### src/rtl/pong_pkg.sv
// Shared types and widths for the Pong match controller.
package pong_pkg;

    localparam int unsigned SCORE_W_DFLT = 4;
    localparam int unsigned FRAME_CNT_W  = 8;

    typedef enum logic [2:0] {
        IDLE  = 3'd0,
        SERVE = 3'd1,
        PLAY  = 3'd2,
        POINT = 3'd3,
        OVER  = 3'd4
    } state_t;

    typedef enum logic [1:0] {
        WIN_NONE  = 2'b00,
        WIN_LEFT  = 2'b01,
        WIN_RIGHT = 2'b10
    } winner_t;

    // Terminal count for a hold of n frames (counter runs 0..n-1).
    function automatic logic [FRAME_CNT_W-1:0] last_frame(input int unsigned n);
        return FRAME_CNT_W'(n - 1);
    endfunction

endpackage

### src/rtl/pong_match_fsm_if.sv
// Ball-controller / score-digit side of the match controller.
interface pong_match_fsm_if
    import pong_pkg::*;
#(
    parameter int unsigned SCORE_W = SCORE_W_DFLT
);
    logic               start;
    logic               leftlost;
    logic               rightlost;
    logic               paused;
    logic               serve;
    logic               serve_dir;
    logic [SCORE_W-1:0] left_score;
    logic [SCORE_W-1:0] right_score;
    logic [1:0]         winner;
    logic [2:0]         state_o;

    modport master (
        output start, leftlost, rightlost,
        input  paused, serve, serve_dir, left_score, right_score, winner, state_o
    );

    modport slave (
        input  start, leftlost, rightlost,
        output paused, serve, serve_dir, left_score, right_score, winner, state_o
    );
endinterface

### src/rtl/pong_frame_tick.sv
// Frame tick: vsync synchroniser plus registered falling-edge pulse.
module pong_frame_tick (
    input  logic clk,
    input  logic rst,
    input  logic vsync,
    output logic tick
);
    logic sync1;
    logic sync2;
    logic sync2_q;

    // Two-flop synchroniser, edge history and registered falling-edge pulse.
    always_ff @(posedge clk or negedge rst) begin
        if (!rst) begin
            sync1   <= 1'b0;
            sync2   <= 1'b0;
            sync2_q <= 1'b0;
            tick    <= 1'b0;
        end else begin
            sync1   <= vsync;
            sync2   <= sync1;
            sync2_q <= sync2;
            tick    <= sync2_q & ~sync2;
        end
    end
endmodule

### src/rtl/pong_match_fsm.sv
// Pong match/score controller.
// Optional attract mode: define PONG_AUTOSTART_EN to auto-serve from IDLE.
module pong_match_fsm
    import pong_pkg::*;
#(
    parameter int unsigned WIN_SCORE    = 9,
    parameter int unsigned SERVE_FRAMES = 60,
    parameter int unsigned OVER_FRAMES  = 180,
    parameter int unsigned SCORE_W      = SCORE_W_DFLT
) (
    input  logic             clk,
    input  logic             rst,
    input  logic             vsync,
    pong_match_fsm_if.slave  bus
);
    localparam logic [SCORE_W-1:0]     WIN_VAL    = SCORE_W'(WIN_SCORE);
    localparam logic [FRAME_CNT_W-1:0] SERVE_LAST = last_frame(SERVE_FRAMES);
    localparam logic [FRAME_CNT_W-1:0] OVER_LAST  = last_frame(OVER_FRAMES);

    logic                   tick;
    logic                   ll_in;
    logic                   ll_q;
    logic                   rl_in;
    logic                   rl_q;
    logic                   lost_l_rise;
    logic                   lost_r_rise;
    logic                   idle_go;
    state_t                 state_q;
    winner_t                winner_q;
    logic [FRAME_CNT_W-1:0] cnt_q;
    logic [SCORE_W-1:0]     left_q;
    logic [SCORE_W-1:0]     right_q;
    logic                   serve_q;
    logic                   dir_q;
    logic                   paused_q;

    pong_frame_tick u_frame_tick (
        .clk   (clk),
        .rst   (rst),
        .vsync (vsync),
        .tick  (tick)
    );

    // Register the lost levels, then keep one cycle of history for edge detection.
    always_ff @(posedge clk or negedge rst) begin
        if (!rst) begin
            ll_in <= 1'b0;
            ll_q  <= 1'b0;
            rl_in <= 1'b0;
            rl_q  <= 1'b0;
        end else begin
            ll_in <= bus.leftlost;
            ll_q  <= ll_in;
            rl_in <= bus.rightlost;
            rl_q  <= rl_in;
        end
    end

    assign lost_l_rise = ll_in & ~ll_q;
    assign lost_r_rise = rl_in & ~rl_q;

`ifdef PONG_AUTOSTART_EN
    assign idle_go = bus.start | (tick && (cnt_q == OVER_LAST));
`else
    assign idle_go = bus.start;
`endif

    // Match state machine with registered outputs.
    always_ff @(posedge clk or negedge rst) begin
        if (!rst) begin
            state_q  <= IDLE;
            winner_q <= WIN_NONE;
            cnt_q    <= '0;
            left_q   <= '0;
            right_q  <= '0;
            serve_q  <= 1'b0;
            dir_q    <= 1'b1;
            paused_q <= 1'b1;
        end else begin
            serve_q <= 1'b0;
            case (state_q)
                IDLE: begin
                    if (idle_go) begin
                        state_q  <= SERVE;
                        left_q   <= '0;
                        right_q  <= '0;
                        winner_q <= WIN_NONE;
                        cnt_q    <= '0;
                        dir_q    <= 1'b1;
                    end
`ifdef PONG_AUTOSTART_EN
                    else if (tick) begin
                        cnt_q <= cnt_q + FRAME_CNT_W'(1);
                    end
`endif
                end
                SERVE: begin
                    if (tick) begin
                        if (cnt_q == SERVE_LAST) begin
                            state_q  <= PLAY;
                            serve_q  <= 1'b1;
                            paused_q <= 1'b0;
                            cnt_q    <= '0;
                        end else begin
                            cnt_q <= cnt_q + FRAME_CNT_W'(1);
                        end
                    end
                end
                PLAY: begin
                    if (lost_l_rise || lost_r_rise) begin
                        state_q  <= POINT;
                        paused_q <= 1'b1;
                        // Simultaneous losses cancel: no score, direction kept.
                        if (lost_l_rise && !lost_r_rise) begin
                            right_q <= (right_q >= WIN_VAL) ? right_q : right_q + SCORE_W'(1);
                            dir_q   <= 1'b0;
                        end else if (lost_r_rise && !lost_l_rise) begin
                            left_q <= (left_q >= WIN_VAL) ? left_q : left_q + SCORE_W'(1);
                            dir_q  <= 1'b1;
                        end
                    end
                end
                POINT: begin
                    cnt_q <= '0;
                    if (left_q == WIN_VAL) begin
                        state_q  <= OVER;
                        winner_q <= WIN_LEFT;
                    end else if (right_q == WIN_VAL) begin
                        state_q  <= OVER;
                        winner_q <= WIN_RIGHT;
                    end else begin
                        state_q <= SERVE;
                    end
                end
                OVER: begin
                    if (tick) begin
                        if (cnt_q == OVER_LAST) begin
                            state_q <= IDLE;
                            cnt_q   <= '0;
                        end else begin
                            cnt_q <= cnt_q + FRAME_CNT_W'(1);
                        end
                    end
                end
                default: begin
                    state_q  <= IDLE;
                    paused_q <= 1'b1;
                    cnt_q    <= '0;
                end
            endcase
        end
    end

    assign bus.paused      = paused_q;
    assign bus.serve       = serve_q;
    assign bus.serve_dir   = dir_q;
    assign bus.left_score  = left_q;
    assign bus.right_score = right_q;
    assign bus.winner      = winner_q;
    assign bus.state_o     = state_q;

endmodule

### src/flat_wrapper.sv
// flat-port wrapper written by rule: the top's interface ports become plain ports
module pong_match_fsm_flat import pong_pkg::*;
#(
    parameter int unsigned WIN_SCORE    = 9,
    parameter int unsigned SERVE_FRAMES = 60,
    parameter int unsigned OVER_FRAMES  = 180,
    parameter int unsigned SCORE_W      = SCORE_W_DFLT
)
  (clk, rst, vsync, bus_start, bus_leftlost, bus_rightlost, bus_paused, bus_serve, bus_serve_dir, bus_left_score, bus_right_score, bus_winner, bus_state_o);
  pong_match_fsm_if #(.SCORE_W(SCORE_W)) bus_i ();
  input  logic clk;
  input  logic rst;
  input  logic vsync;
  input wire logic [$bits(bus_i.start)-1:0] bus_start;
  input wire logic [$bits(bus_i.leftlost)-1:0] bus_leftlost;
  input wire logic [$bits(bus_i.rightlost)-1:0] bus_rightlost;
  output wire logic [$bits(bus_i.paused)-1:0] bus_paused;
  output wire logic [$bits(bus_i.serve)-1:0] bus_serve;
  output wire logic [$bits(bus_i.serve_dir)-1:0] bus_serve_dir;
  output wire logic [$bits(bus_i.left_score)-1:0] bus_left_score;
  output wire logic [$bits(bus_i.right_score)-1:0] bus_right_score;
  output wire logic [$bits(bus_i.winner)-1:0] bus_winner;
  output wire logic [$bits(bus_i.state_o)-1:0] bus_state_o;
  assign bus_i.start = bus_start;
  assign bus_i.leftlost = bus_leftlost;
  assign bus_i.rightlost = bus_rightlost;
  assign bus_paused = bus_i.paused;
  assign bus_serve = bus_i.serve;
  assign bus_serve_dir = bus_i.serve_dir;
  assign bus_left_score = bus_i.left_score;
  assign bus_right_score = bus_i.right_score;
  assign bus_winner = bus_i.winner;
  assign bus_state_o = bus_i.state_o;
  pong_match_fsm #(.WIN_SCORE(WIN_SCORE), .SERVE_FRAMES(SERVE_FRAMES), .OVER_FRAMES(OVER_FRAMES), .SCORE_W(SCORE_W)) u_core (.clk(clk), .rst(rst), .vsync(vsync), .bus(bus_i));
endmodule
### config.mk
export PLATFORM = sky130hd
export DESIGN_NAME = pong_match_fsm_flat
export DESIGN_NICKNAME = d
export VERILOG_FILES = /design/src/rtl/pong_pkg.sv /design/src/rtl/pong_match_fsm_if.sv /design/src/rtl/pong_frame_tick.sv /design/src/rtl/pong_match_fsm.sv /design/src/flat_wrapper.sv
export SDC_FILE = /design/constraint.sdc
export NUM_CORES = 1
export LEC_CHECK = 0
export ABC_AREA = 1
export BUFFER_PORTS_ARGS = -buffer_cell sky130_fd_sc_hd__buf_4
export CAP_MARGIN = 10
export CORE_MARGIN = 2
export CORE_UTILIZATION = 57
export CTS_CLUSTER_DIAMETER = 80
export DETAILED_ROUTE_END_ITERATION = 6
export PLACE_DENSITY = 0.79
export REMOVE_ABC_BUFFERS = 1
export SETUP_SLACK_MARGIN = 0.15
export SYNTH_ARGS = -nofsm -noshare
export SYNTH_HDL_FRONTEND = slang
export SYNTH_SLANG_ARGS = --single-unit
export TNS_END_PERCENT = 5
### constraint.sdc
create_clock -name clk -period 1.81 [get_ports clk]
set_input_delay 0.0905 -clock clk [delete_from_list [all_inputs] [get_ports clk]]
set_output_delay 0.0905 -clock clk [all_outputs]
set_load 0.05 [all_outputs]
==> metrics.csv <==
stage;metric;value;unit
setup_path;required time of the critical path;2.05;ns
setup_path;Critical Path Most Common Cell;nand2_1;
route;drt wl/cell;11.8;um
sta;relative slew slack;73.1;%
cells_and_area;commonest non-fill, non-tap cell in the layout;nand2_1;
place;worst slack at placement;0.272;ns
pwr;VDD IR-drop max;0.000935;V
clock_network;Worst-Skew Late Latency;0.35;ns
setup_path;cell family with most CP delay;simple AND/OR/NAND/NOR gates;
setup_path;Slowest-stage cell, CP;dfrtp_1;
pwr;Cell Int Power;1.42;mW
floorplanning;Rows;20;
route;Final ANT Viol Nets;0;
clock_network;clock sink total;32;
sta;post-layout min period;1.51;ns
place;routability cong.;0.905;
pwr;PD cells;1310;nW/um^2
floorplanning;Die Y;59.5;um
grt;Tot GR Track Use;22.0;%
flow_run;Max-Cap Viols;0;
floorplanning;Starting Density;58.9;%
route;Remaining DRCs;0;
clock_network;CTS tree;done;
floorplanning;I/O pin count;22;
clock_network;CTS max path bufs;2;
clock_network;clk root buf;clkbuf_4;
setup_path;CP Launch Type;register;
grt;first-pass GRT wire length;5.73;mm
setup_path;CP endpoint kind;register;
clock_network;CTS buffer count;5;
route;vias per inst;5.28;
cells_and_area;Final nets;266;
route;DRT iter0 DRCs;74;
setup_path;crit path DAT;1.75;ns
cells_and_area;synthesis-to-layout area growth;17.0;%
place;DP Wirelength;2.43;mm
sta;fin crit share;83.4;%
route;Via Count;1515;
grt;vias in the first global route;1254;
pwr;net load switching power;1.27;mW
route;Total Wirelength;3.40;mm
setup_path;worst-path fanout max;5;
synthesis;Distinct cells, synth;27;
pwr;clock network fraction of total power;16.2;%
floorplanning;Die ar.;3530;um^2
sta;final setup fails;0;
setup_path;CP Cell Sequence;ha_1 > inv_1 > nor3_1 > nand2_1 > nand2_1 > nand2_2 > inv_2 > nand2_1 > nand2_1 > nand2_1;
floorplanning;Core ar.;2980;um^2
clock_network;Clock transition at path regs;0.11;ns
route;drt first pass iters;4;
sta;setup ws final;0.301;ns
grt;largest net degree at the start of global routing;33;
synthesis;Mapped Area;1750;um^2
synthesis;Warnings, synthesis;0;
sta;setup TNS;0;ns
sta;Peak Freq;663;MHz
status;status;finished, final reports clean;
pwr;Leakage;1.03;nW
sta;setup repair after global routing missed its margin;false;
pwr;share of power burned in registers;35.7;%
setup_path;CP bufs+invs;2;
synthesis;syn avg cell area;7.93;um^2
worst_hold_path;Worst Hold Class;input pin to asynchronous set/reset pin;
setup_path;CP Class;register to register;
pwr;Switching Share;47.2;%
cells_and_area;Finished Cell Area;2050;um^2
cells_and_area;final core utilization;68.9;%
place;Area after DPL;1950;um^2
sta;Final Hold Fails;0;
cells_and_area;ANT cells;0;
sta;transition time of the tightest slew-check pin;0.404;ns
cells_and_area;most frequent cells in the layout;nand2_1 (63), dfrtp_1 (29), inv_1 (27);
synthesis;Seq/Total Area, Yosys;45.8;%
sta;Setup Skew;0.0141;ns
clock_network;H-Tree Depth;2;
floorplanning;Die W;59.5;um
pwr;total power;2.69;mW
synthesis;Syn Inst Count;221;
place;# port buffers;21;
sta;pins over their slew limit;0;
cells_and_area;share of layout cells above drive strength 1;20.5;%
pwr;Logic pwr share;48.1;%
grt;Congestion Overflow GR;0;
grt;antenna violations before repair;0;
setup_path;Crit path largest cell delay;0.40;ns
synthesis;number of synthesized register bits;32;
[cell type report]
cell class	count	area (um^2)
tap	33	41.3
multi-input combinational	158	821
fill	244	927
clock inverter	2	10.0
sequential	32	805
clock buffer	6	51.3
inverter	30	118
timing repair buffer	26	205
[cell usage after synthesis (all sizes together)]
| library cell | count | area, um^2 |
|---|---|---|
| a31oi | 1 | 6.26 |
| nand3b | 1 | 20.0 |
| o2111ai | 1 | 8.76 |
| xor2 | 2 | 17.5 |
| a21boi | 1 | 7.51 |
| buf | 1 | 11.3 |
| a21oi | 8 | 40.0 |
| inv | 30 | 118 |
| nor2 | 21 | 88.8 |
| or2 | 5 | 31.3 |
| nor3 | 3 | 15.0 |
| o21ai | 19 | 103 |
| nand3 | 19 | 110 |
| nand4 | 4 | 25.0 |
| ha | 7 | 87.6 |
| nand2 | 66 | 260 |
| dfrtp | 30 | 751 |
| dfstp | 2 | 52.6 |
[cell families after synthesis]
group,count (synthesis),share of synthesized area [%]
flip-flops,32,45.8
XOR/XNOR,2,0.999
AO/OA/AOI/OAI,30,9.42
AND/OR/NAND/NOR,119,31.4
buffers and inverters,31,7.35
adder cells (fa/ha/maj),7,5.00
[power by group through the flow]
| stage | clock network (mW) | registers (mW) | logic [mW] |
|---|---|---|---|
| after floorplan | 0 | 1.21 | 0.697 |
| after global placement | 0 | 0.966 | 1.27 |
| after detailed placement | 0 | 0.970 | 1.27 |
| after CTS | 0.438 | 0.955 | 1.30 |
| after global routing | 0.465 | 0.979 | 1.44 |
| final | 0.434 | 0.960 | 1.29 |
[per-layer routing]
metal	global-route usage [%]	wire (um)	up-vias
met5	0	0	-
met4	10.7	82	0
met3	3.93	132	9
met2	31.6	1480	40
met1	32.0	1700	694
li1	-	-	772
[path summary, 6_finish.rpt]
check	start	to	slack, ns	depth (start not counted)
min in group clk	bus_start	u_core.bus.serve_dir	0.21	5
min reg2reg	u_core.u_frame_tick.sync1	u_core.u_frame_tick.sync2	0.37	0
max reg2reg	u_core.cnt_q[0]	u_core.bus.state_o[0]	0.30	10
max	u_core.cnt_q[0]	u_core.bus.state_o[0]	0.30	10
min	rst	u_core.cnt_q[5]	0.20	2
max in group asynchronous	rst	u_core.bus.paused	1.27	2
[state kept, by name, indices dropped and copies added (netlist names), 2 cells and up]
register and flops:
u_core.cnt_q 8, u_core.bus.left_score 4, u_core.bus.right_score 4, u_core.bus.state_o 3
u_core.bus.winner 2
[what timing repair did]
| item | in CTS | in global routing |
|---|---|---|
| setup buffers | 0 | 0 |
| gates resized for setup | 0 | 1 |
| endpoints found under the hold margin | 35 | 0 |
| setup endpoints to repair | 0 | 2 |
| hold buffers | 4 | 0 |
[through the flow]
| stage | cells | hold WS, ns |
|---|---|---|
| floorplan | 220 | -0.205 |
| global placement | 275 | 0.0489 |
| detailed placement | 275 | 0.0505 |
| CTS | 287 | 0.210 |
| global route | 287 | 0.245 |
| finish | 287 | 0.203 |
Power figures use the tool's default switching activity.
